File: src/rtl/dma_hostrd_burst_sequencer_pkg.sv
// dma_hostrd_burst_sequencer_pkg
//   Shared constants and types for the host-read DMA burst sequencer.
//   Constants mirror the wider DMA package so the sequencer builds standalone.
//   Contents:
//     HOST_MEM_ADDR_WIDTH, DEVICE_MEM_ADDR_WIDTH, XFER_SIZE_WIDTH   address/length widths
//     HOST_MEM_RD_BURSTCOUNT_MAX                                     max words per read burst
//     RDDATA_BUFFER_DEPTH                                            read-data buffer depth, words
//     HOSTRD_SEQ_CREDIT_W                                            width of credit/outstanding math
//     hostrd_seq_state_t                                             sequencer FSM states

package dma_hostrd_burst_sequencer_pkg;

    localparam int unsigned HOST_MEM_ADDR_WIDTH        = 48;
    localparam int unsigned DEVICE_MEM_ADDR_WIDTH      = 34;
    localparam int unsigned XFER_SIZE_WIDTH            = 40;
    localparam int unsigned HOST_MEM_RD_BURSTCOUNT_MAX = 4;
    localparam int unsigned RDDATA_BUFFER_DEPTH        = 1024;

    // Enough bits to hold 0..RDDATA_BUFFER_DEPTH inclusive.
    localparam int unsigned HOSTRD_SEQ_CREDIT_W = $clog2(RDDATA_BUFFER_DEPTH) + 1;

    typedef enum logic [2:0] {
        IDLE,
        LOAD,
        ISSUE,
        DRAIN,
        DONE
    } hostrd_seq_state_t;

endpackage

File: src/rtl/dma_hostrd_burst_sequencer_burst_size_calc.sv
// dma_burst_size_calc
//   Combinational burst sizer: min(rem_words, BURST_MAX - word index within the
//   BURST_MAX-aligned block). With 64B words and BURST_MAX=4 this keeps every
//   burst inside one 256B block. Shared with the host-write sequencer.
//   Ports:
//     rem_words    in   REM_W  words still to request
//     word_idx     in   IDX_W  low bits of the word address (addr[6 +: IDX_W])
//     burst_count  out  7      words in the next burst (1..BURST_MAX when rem_words>0)

module dma_burst_size_calc #(
    parameter int unsigned REM_W     = 34,
    parameter int unsigned BURST_MAX = 4,
    parameter int unsigned IDX_W     = (BURST_MAX > 1) ? $clog2(BURST_MAX) : 1
) (
    input  logic [REM_W-1:0] rem_words,
    input  logic [IDX_W-1:0] word_idx,
    output logic [6:0]       burst_count
);

    logic [REM_W-1:0] room;

    // Masking keeps the BURST_MAX=1 case correct (room is always 1).
    assign room = REM_W'(BURST_MAX) - (REM_W'(word_idx) & REM_W'(BURST_MAX - 1));

    assign burst_count = (rem_words < room) ? rem_words[6:0] : room[6:0];

endmodule

File: src/rtl/dma_hostrd_burst_sequencer.sv
// dma_hostrd_burst_sequencer
//   Pops host-read DMA commands, splits each into AVMM read bursts that never
//   cross a BURST_MAX*64B boundary, throttles against read-buffer free space and
//   pulses xfer_done when all data of a command has returned.
//   Optional feature macro: DMA_HOSTRD_SEQ_PERF_CNT_EN enables perf_bursts /
//   perf_beats counters; otherwise both outputs are tied to 0.
//   Ports:
//     clk, reset, sclr            clock, sync active-high reset, soft clear (same effect)
//     cmd_valid/cmd_ready         command queue handshake (pop on valid & ready)
//     cmd_src_addr/dst_addr/length command fields
//     buf_free_words              free read-buffer entries
//     rd_read/address/burstcount  AVMM read request (registered, held under waitrequest)
//     rd_waitrequest              AVMM backpressure
//     rd_readdatavalid            AVMM read-data beat
//     xfer_dst_addr, xfer_words   latched command info
//     busy, xfer_done             status / completion pulse
//     err_unaligned               sticky unaligned-source error
//     perf_bursts, perf_beats     optional performance counters

module dma_hostrd_burst_sequencer
    import dma_hostrd_burst_sequencer_pkg::*;
#(
    parameter int unsigned ADDR_W    = HOST_MEM_ADDR_WIDTH,
    parameter int unsigned DST_W     = DEVICE_MEM_ADDR_WIDTH,
    parameter int unsigned LEN_W     = XFER_SIZE_WIDTH,
    parameter int unsigned BURST_MAX = HOST_MEM_RD_BURSTCOUNT_MAX,
    parameter int unsigned BUF_DEPTH = RDDATA_BUFFER_DEPTH
) (
    input  logic              clk,
    input  logic              reset,
    input  logic              sclr,
    input  logic              cmd_valid,
    output logic              cmd_ready,
    input  logic [ADDR_W-1:0] cmd_src_addr,
    input  logic [DST_W-1:0]  cmd_dst_addr,
    input  logic [LEN_W-1:0]  cmd_length,
    input  logic [10:0]       buf_free_words,
    output logic              rd_read,
    output logic [ADDR_W-1:0] rd_address,
    output logic [6:0]        rd_burstcount,
    input  logic              rd_waitrequest,
    input  logic              rd_readdatavalid,
    output logic [DST_W-1:0]  xfer_dst_addr,
    output logic [LEN_W-7:0]  xfer_words,
    output logic              busy,
    output logic              xfer_done,
    output logic              err_unaligned,
    output logic [63:0]       perf_bursts,
    output logic [63:0]       perf_beats
);

    localparam int unsigned REM_W = LEN_W - 6;
    localparam int unsigned IDX_W = (BURST_MAX > 1) ? $clog2(BURST_MAX) : 1;
    localparam int unsigned CW    = HOSTRD_SEQ_CREDIT_W;

    hostrd_seq_state_t state_q, state_d;

    logic [ADDR_W-1:0] addr_q, addr_d;        // address of the next burst to request
    logic [REM_W-1:0]  rem_q, rem_d;          // words not yet requested
    logic [REM_W-1:0]  words_q, words_d;
    logic [DST_W-1:0]  dst_q, dst_d;
    logic [CW-1:0]     out_q, out_d;          // words requested but not yet returned
    logic              rd_read_q, rd_read_d;
    logic [ADDR_W-1:0] rd_addr_q, rd_addr_d;
    logic [6:0]        rd_bc_q, rd_bc_d;
    logic              err_q, err_d;

    logic              pop;
    logic              accept;
    logic              beat_dec;
    logic [REM_W-1:0]  words_pop;
    logic [ADDR_W-1:0] addr_after;
    logic [REM_W-1:0]  rem_after;
    logic [6:0]        bc_next;
    logic signed [CW:0] credit;
    logic              credit_ok;

    assign cmd_ready = (state_q == IDLE) & ~reset & ~sclr;
    assign pop       = cmd_valid & cmd_ready;
    assign accept    = rd_read_q & ~rd_waitrequest;
    // Stray beats at zero outstanding are dropped so the count saturates at 0.
    assign beat_dec  = rd_readdatavalid & (out_q != '0);

    assign words_pop = cmd_length[LEN_W-1:6] + REM_W'(|cmd_length[5:0]);

    // Pointer/remaining as they will be after this cycle's accept, so the next
    // burst can be loaded on the same edge (back-to-back issue).
    assign addr_after = accept ? addr_q + (ADDR_W'(rd_bc_q) << 6) : addr_q;
    assign rem_after  = accept ? rem_q - REM_W'(rd_bc_q) : rem_q;

    dma_burst_size_calc #(
        .REM_W    (REM_W),
        .BURST_MAX(BURST_MAX),
        .IDX_W    (IDX_W)
    ) u_burst_size_calc (
        .rem_words  (rem_after),
        .word_idx   (addr_after[6 +: IDX_W]),
        .burst_count(bc_next)
    );

    // Credit uses the post-update outstanding count so a just-accepted burst
    // is already charged against the buffer.
    assign credit    = $signed({1'b0, buf_free_words}) - $signed({1'b0, out_d});
    assign credit_ok = credit >= $signed({{(CW - 6){1'b0}}, bc_next});

    always_comb begin
        state_d   = state_q;
        addr_d    = addr_q;
        rem_d     = rem_q;
        words_d   = words_q;
        dst_d     = dst_q;
        rd_read_d = rd_read_q;
        rd_addr_d = rd_addr_q;
        rd_bc_d   = rd_bc_q;
        err_d     = err_q;
        out_d     = out_q + (accept ? CW'(rd_bc_q) : '0) - CW'(beat_dec);

        unique case (state_q)
            IDLE: begin
                if (pop) begin
                    addr_d  = cmd_src_addr;
                    dst_d   = cmd_dst_addr;
                    words_d = words_pop;
                    rem_d   = words_pop;
                    state_d = LOAD;
                end
            end
            LOAD: begin
                if (addr_q[5:0] != '0) begin
                    err_d   = 1'b1;
                    state_d = DONE;
                end else if (rem_q == '0) begin
                    state_d = DONE;
                end else begin
                    state_d = ISSUE;
                end
            end
            ISSUE: begin
                addr_d = addr_after;
                rem_d  = rem_after;
                if (rem_after == '0) begin
                    rd_read_d = 1'b0;
                    state_d   = DRAIN;
                end else if (!rd_read_q || accept) begin
                    // Held requests (read & waitrequest) fall through untouched.
                    rd_read_d = credit_ok;
                    if (credit_ok) begin
                        rd_addr_d = addr_after;
                        rd_bc_d   = bc_next;
                    end
                end
            end
            DRAIN: begin
                if (out_d == '0) begin
                    state_d = DONE;
                end
            end
            DONE: begin
                state_d = IDLE;
            end
            default: begin
                state_d = IDLE;
            end
        endcase
    end

    always_ff @(posedge clk) begin
        if (reset || sclr) begin
            state_q   <= IDLE;
            addr_q    <= '0;
            rem_q     <= '0;
            words_q   <= '0;
            dst_q     <= '0;
            out_q     <= '0;
            rd_read_q <= 1'b0;
            rd_addr_q <= '0;
            rd_bc_q   <= '0;
            err_q     <= 1'b0;
        end else begin
            state_q   <= state_d;
            addr_q    <= addr_d;
            rem_q     <= rem_d;
            words_q   <= words_d;
            dst_q     <= dst_d;
            out_q     <= out_d;
            rd_read_q <= rd_read_d;
            rd_addr_q <= rd_addr_d;
            rd_bc_q   <= rd_bc_d;
            err_q     <= err_d;
        end
    end

    assign rd_read       = rd_read_q;
    assign rd_address    = rd_addr_q;
    assign rd_burstcount = rd_bc_q;
    assign xfer_dst_addr = dst_q;
    assign xfer_words    = words_q;
    assign busy          = (state_q != IDLE);
    assign xfer_done     = (state_q == DONE);
    assign err_unaligned = err_q;

`ifdef DMA_HOSTRD_SEQ_PERF_CNT_EN
    logic [63:0] perf_bursts_q;
    logic [63:0] perf_beats_q;

    always_ff @(posedge clk) begin
        if (reset || sclr) begin
            perf_bursts_q <= '0;
            perf_beats_q  <= '0;
        end else begin
            if (accept) begin
                perf_bursts_q <= perf_bursts_q + 64'd1;
            end
            if (rd_readdatavalid) begin
                perf_beats_q <= perf_beats_q + 64'd1;
            end
        end
    end

    assign perf_bursts = perf_bursts_q;
    assign perf_beats  = perf_beats_q;
`else
    assign perf_bursts = '0;
    assign perf_beats  = '0;
`endif

endmodule

File: config.mk
export PLATFORM = sky130hd
export DESIGN_NAME = dma_hostrd_burst_sequencer
export DESIGN_NICKNAME = d
export VERILOG_FILES = /design/src/rtl/dma_hostrd_burst_sequencer_pkg.sv /design/src/rtl/dma_hostrd_burst_sequencer_burst_size_calc.sv /design/src/rtl/dma_hostrd_burst_sequencer.sv
export SDC_FILE = /design/constraint.sdc
export NUM_CORES = 1
export LEC_CHECK = 0
export CAP_MARGIN = 20
export CELL_PAD_IN_SITES_DETAIL_PLACEMENT = 2
export CELL_PAD_IN_SITES_GLOBAL_PLACEMENT = 2
export CORE_AREA = 2 2 233 235
export DETAILED_ROUTE_END_ITERATION = 8
export DIE_AREA = 0 0 235 237
export PLACE_DENSITY = 0.72
export RECOVER_POWER = 100
export SLEW_MARGIN = 20
export SYNTH_ARGS = -nofsm -noshare
export SYNTH_HDL_FRONTEND = slang
export SYNTH_SLANG_ARGS = --single-unit
File: constraint.sdc
create_clock -name clk -period 13.5 [get_ports clk]
set_input_delay 2.7 -clock clk [delete_from_list [all_inputs] [get_ports clk]]
set_output_delay 2.7 -clock clk [all_outputs]
set_load 0.005 [all_outputs]
* Word-level counts from Yosys, hierarchy flattened *
Cells that the tools add are included.

storage, ports and cells
  register bits after elaboration = 221
  output and inout port bits = 256

cells by class
  add/subtract/negate cells = 7
  order comparisons = 2
  eq/ne operators = 7
  muxes and demuxes = 16
  bitwise logic cells = 9
  reductions and logical operators = 19

operators with widths
  cell                  number
  $mux W48              2
  $pmux W48 S2          1
  $logic_not A34 Y1     2
  $mux W34              2
  $pmux W34 S2          1
  $add A48 B13 Y48      1
  $add A34 B1 Y34       1
  $lt A34 B34 Y1        1
  $sub A34 B7 Y34       1
  $mux W3               5
  $mux W7               2
  $ge A12 B8 Y1         1
  $pmux W3 S4           1
  $sub A11 B11 Y12      1
  $add A11 B7 Y11       1
  $logic_not A11 Y1     1
  $reduce_bool A11 Y1   1
  $sub A11 B1 Y11       1
  $reduce_and A2 Y1     4
  $eq A3 B2 Y1 const B  2
  $ne A2 B2 Y1 const B  3
  $reduce_bool A6 Y1    1
  $reduce_or A6 Y1      1
  $and A1 B1 Y1         5
  other kinds (12)      18

* Logic depth before layout (Yosys ltp) *
  word-level depth = 9
  gate-level depth with buffers = 29
  gate-level depth less buffers = 26

* Modules after synthesis *
Synthesis repeated with hierarchy kept, for this count alone.

second synthesis, totals
  cells, all modules = 1799
  area total of the unflattened synthesis = 13838.3 sq um

by module, submodules not included
  module                      instances  cells an instance  area an instance (sq um)  seq. area each (sq um)
  dma_hostrd_burst_sequencer  1          1771               13629.3                   4424.2
  dma_burst_size_calc         1          28                 209.0                     0.0

* Worst setup path before layout *
Ideal clock, no wire load.

  path type = in2reg
  start point = input rd_waitrequest
  end point = register rd_bc_q[0] (netlist: rd_burstcount[0])
  library setup time = 116 ps
  arrival time = 7370 ps
  data required time = 13384 ps
  path slack = 6014 ps
  cell stages on the path = 28
  path buffers = 4
  cell sequence = nor2b_1 clkbuf_1 buf_1 nand2_1 ha_1 inv_1 ha_1 inv_1 fa_1 nor2b_1 o21a_1 nor2_1 xor2_1 ha_1 o21ai_0 a21oi_1 nor2_1 xnor2_1 ha_1 a221oi_1 o21ai_0 a211oi_1 o21ai_0 o31ai_1 a211oi_2 buf_4 buf_6 a31o_2

between the ends
  word-level cells in the longest chain between the ends = 8
  elaborated cells between the ends (all ways) = 16
  those cells by class = 4 x add/sub; 2 x order compare; 4 x mux; 3 x bitwise; 3 x reduce/logical

RTL lines
  what                                                      line                                                                                 source
  start: declaration                                        dma_hostrd_burst_sequencer.sv:41                                                     input logic rd_waitrequest,
  $not A1 Y1 (*)                                            dma_hostrd_burst_sequencer.sv:80                                                     assign accept = rd_read_q & ~rd_waitrequest;
  $and A1 B1 Y1 (*)                                         dma_hostrd_burst_sequencer.sv:80
  $mux W7 / $mux W48 (equally long branches)                dma_hostrd_burst_sequencer.sv:116, dma_hostrd_burst_sequencer.sv:88
  $add A11 B7 Y11 / $sub A3 B2 Y4 (equally long branches)   dma_hostrd_burst_sequencer.sv:116, dma_hostrd_burst_sequencer_burst_size_calc.sv:23
  $sub A11 B1 Y11 / $lt A34 B34 Y1 (equally long branches)  dma_hostrd_burst_sequencer.sv:116, dma_hostrd_burst_sequencer_burst_size_calc.sv:25
  $sub A11 B11 Y12 / $mux W7 (equally long branches)        dma_hostrd_burst_sequencer.sv:103, dma_hostrd_burst_sequencer_burst_size_calc.sv:25
  $ge A12 B8 Y1                                             dma_hostrd_burst_sequencer.sv:104                                                    assign credit_ok = credit >= $signed({{(CW - 6){1'b0}}, bc_next});
  $reduce_and A4 Y1 (no source line)                        n/a
  end signal: assignment                                    dma_hostrd_burst_sequencer.sv:188                                                    rd_bc_q <= rd_bc_d;
  end: declaration                                          dma_hostrd_burst_sequencer.sv:65                                                     logic [6:0] rd_bc_q, rd_bc_d;

Every way passes the cells marked *; elsewhere a longest branch is shown, timed or not.
A chain may end at the register's enable or synchronous reset.

* Worst setup path in the final report *
  start point = input reset
  end point = register rem_q[22]

between the ends
  word-level cells in the longest chain between the ends = 6
  elaborated cells between the ends (all ways) = 7
  those cells by class = 1 x eq/ne; 4 x bitwise; 2 x reduce/logical

RTL lines
  what                                line                               source
  start: declaration                  dma_hostrd_burst_sequencer.sv:30   input logic reset,
  $not A1 Y1                          dma_hostrd_burst_sequencer.sv:78   assign cmd_ready = (state_q == IDLE) & ~reset & ~sclr;
  $and A1 B1 Y1 (2 in series)         dma_hostrd_burst_sequencer.sv:78
  $and A1 B1 Y1                       dma_hostrd_burst_sequencer.sv:79   assign pop = cmd_valid & cmd_ready;
  $ne A2 B2 Y1 (no source line)       n/a
  $reduce_and A2 Y1 (no source line)  n/a
  end signal: assignment              dma_hostrd_burst_sequencer.sv:182  rem_q <= rem_d;
  end: declaration                    dma_hostrd_burst_sequencer.sv:59   logic [REM_W-1:0] rem_q, rem_d;

Several ways; a longest one is shown, not always the timed one.

==> impl_metrics.tcl <==
set metrics [dict create \
    outcome "finished with violations" \
    violations "max-capacitance violations, max-slew violations" \
    syn_area_per_cell_sq_um 7.82 \
    io_buffers 266 \
    dp_hpwl_microns 37800 \
    final_common_cell "dfxtp_1" \
    dr_total_vias 12790 \
    drc 0 \
    n_fill_cell 6111 \
    reg2reg_to "rd_address[12]" \
    gp_congestion 0.828 \
    async_flop_share_pct 0 \
    synth_cell_types 67 \
    clock-sinks 221 \
    post-place-ws_ns 4.52 \
    finalMaxSlewViolations 233 \
    max_cap_violations 6 \
    wirelength_microns 51200 \
    tightest_slew_ns 3.98 \
    synth_top_family_by_area "simple AND/OR/NAND/NOR gates" \
    seq_area_frac_synth_pct 33.5 \
    dieArea_sq_um 55700 \
    synth_simple_gate_area_share_pct 23.6 \
    wl_per_cell_microns 19.4 \
    clkPwrFrac_pct 35.7 \
    numCtsBuffers 30 \
    muxShareOfSynthArea_pct 1.51 \
    cp_max_fo 76 \
    crit_end "rem_q[22]" \
    first_pass_iters 5 \
    yosys.area_share.adder_pct 5.81 \
    drive_gt1_share_pct 4.74 \
    area_growth_pct 29.0 \
    hold_viol_final 0 \
    fp-row-count 85 \
    p_comb_share_pct 35.6 \
    final.setup.tns_ns 0 \
    start_util_pct 24.8 \
    cts_tree "built" \
    cts_hold_buf 0 \
    finalSetupViolations 0 \
    die_h_microns 237 \
    drtAntennaViolNets 0 \
    placed_area_sq_um 16100 \
    fin_skew_ns 0.0416 \
    sequentialPowerShare_pct 28.6 \
    end_kind "flip-flop" \
    fin_crit_ns 10.30 \
    ff2ff_path_depth 25 \
    r2r_start "rd_read" \
    chipWidth_microns 235 \
    clkLatencyLatePin_ns 0.59 \
    p_sw_share_pct 34.9 \
    antenna_found_initial 1 \
    mostFrequentLayoutCells "221 x dfxtp_1, 217 x nor2_1, 207 x nand2_1, 136 x clkdlybuf4s50_1, 132 x conb_1" \
    final_nets 2115 \
    arrival_ns 10.77 \
    grt_pass1_wl_microns 79000 \
    synth_edf_count 0 \
    netlist_area_sq_um 13200 \
    htree_levels 1 \
    p_leak_nw 7.09 \
    path_clk_slew_ns 0.06 \
    drt_iter0_drc 495 \
    crit_type "in -> reg" \
    fin_area_sq_um 17000 \
    syn_inst 1691 \
    synth_compound_area_share_pct 17.5 \
    grt_usage_pct 17.7 \
    coreArea_sq_um 53300 \
    crit_start "reset" \
    setup_slack_ns 3.20 \
    synth-xor-area-share_pct 6.29 \
    final_core_util_pct 32.0 \
    crit_required_ns 13.96 \
    fmaxAchievable_mhz 97.0 \
    ir_worst_vdd_mv 0.0860 \
    via_per_inst 4.85 \
    clock-root-buffer "clkbuf_16" \
    ys_ff_latch 221 \
    grt_pass1_vias 13790 \
    fin_crit_sh_pct 76.3 \
    rrSetupSlack_ns 6.01 \
    finalPower_w 0.00242 \
    grt_max_degree 88 \
    rsz0062_at_grt "false" \
    max_slew_margin_pct -166 \
    startpoint_type "input port" \
    ys_warn_count 0 \
    synth-main-ff-cell "dfxtp_1" \
    netSwitchingPower_w 0.000844 \
    antenna_cells 0 \
    hp-class "reg -> reg" \
    cts_resized 0 \
    io_pins 395 \
    intPower_w 0.00158 \
    cts_buffer_depth 3 \
    post_cts_buffers 0 \
    gr-total-overflow 0 \
    power_density_nw_per_um2 142 \
]
-- critical path, cell delays in order --
cell           delay [ns]
dlygate4sd3_1        0.60
or2_0                1.93
nor2_1               0.26
nand2_2              0.18
clkbuf_1             2.81
nand2_2              1.55
nand3_1              0.41
o21ai_0              0.12
a21oi_1              0.16
-- power groups by stage --
stage	clock network, W	registers [W]	logic (W)
after floorplan	0	0.000703	0.000622
after global placement	0	0.000706	0.000822
after detailed placement	0	0.000708	0.000865
after CTS	0.000890	0.000694	0.000878
after global routing	0.000917	0.000696	0.000978
final	0.000865	0.000693	0.000862
-- synth_stat cells, drive strengths merged (5+ instances only) --
cell / instances / area [sq um]
nand3: 76 / 385
a222oi: 13 / 130
a31oi: 14 / 87.6
xnor2: 54 / 473
o31ai: 5 / 37.5
ha: 55 / 688
clkbuf: 66 / 248
dfxtp: 221 / 4420
mux2i: 20 / 200
a21o: 31 / 233
a21oi: 77 / 385
o21ai: 76 / 380
nor4: 18 / 140
nor3: 44 / 220
buf: 149 / 1080
nor2: 220 / 828
and3: 23 / 144
xor2: 41 / 359
nand4: 17 / 106
or2: 10 / 62.6
nand2: 210 / 791
nor2b: 7 / 43.8
o21bai: 5 / 37.5
or3: 17 / 106
a221oi: 19 / 166
and2: 7 / 43.8
o211ai: 7 / 52.6
inv: 61 / 229
a211oi: 49 / 453
a22oi: 16 / 120
nand2b: 11 / 68.8
-- final cells by class --
cell class / count / area [sq um] / share of cell area [%]
flip-flops and latches: 221 / 4420 / 26.0
repair buffers: 279 / 2750 / 16.1
inverters: 61 / 229 / 1.34
clock buffers: 45 / 907 / 5.32
well taps: 696 / 871 / 5.11
clock inverters: 10 / 168 / 0.983
multi-input cells: 1324 / 7700 / 45.2
-- how the worst min path moves through the flow --
| stage | from | to | slack (ns) | cells past startpoint |
|---|---|---|---|---|
| floorplan | xfer_words[0] | xfer_words[0] | 0.44 | 2 |
| global placement | xfer_words[2] | xfer_words[2] | 0.43 | 2 |
| detailed placement | xfer_words[2] | xfer_words[2] | 0.44 | 2 |
| CTS | xfer_words[2] | xfer_words[2] | 0.45 | 2 |
| global route | xfer_dst_addr[22] | xfer_dst_addr[22] | 0.47 | 2 |
| finish | xfer_words[6] | xfer_words[6] | 0.44 | 1 |
-- cells by family after synthesis --
logic type                 after synthesis
AOI/OAI and AO/OA                      339
xor gates and xnor gates                95
adders and majority gates               59
buffers and inverters                  276
DFF                                    221
muxes                                   20
other                                    2
and+or+nand+nor                        679
-- metrics by stage --
step                cells  hold WS [ns]
floorplan            1821         0.439
global placement     2581         0.434
detailed placement   2581         0.436
CTS                  2636         0.454
global route         2636         0.465
finish               2636         0.444
-- routing by layer --
layer,track usage [%],vias to the layer above,routed length [microns]
met5,0,-,0
met4,4.95,0,1520
met3,2.55,86,1640
met2,31.9,253,25600
met1,21.7,6400,22500
li1,-,6051,-
-- registers in the layout, summed over array words and instances, names as in the netlist --
| name | cells |
|---|---|
| out_q | 11 |
| addr_q | 48 |
| rd_read | 1 |
| rd_burstcount | 7 |
| err_unaligned | 1 |
| rem_q | 34 |
| rd_address | 48 |
| state_q | 3 |
| xfer_words | 34 |
| xfer_dst_addr | 34 |
Note: power is estimated with default switching activity, not from simulation.
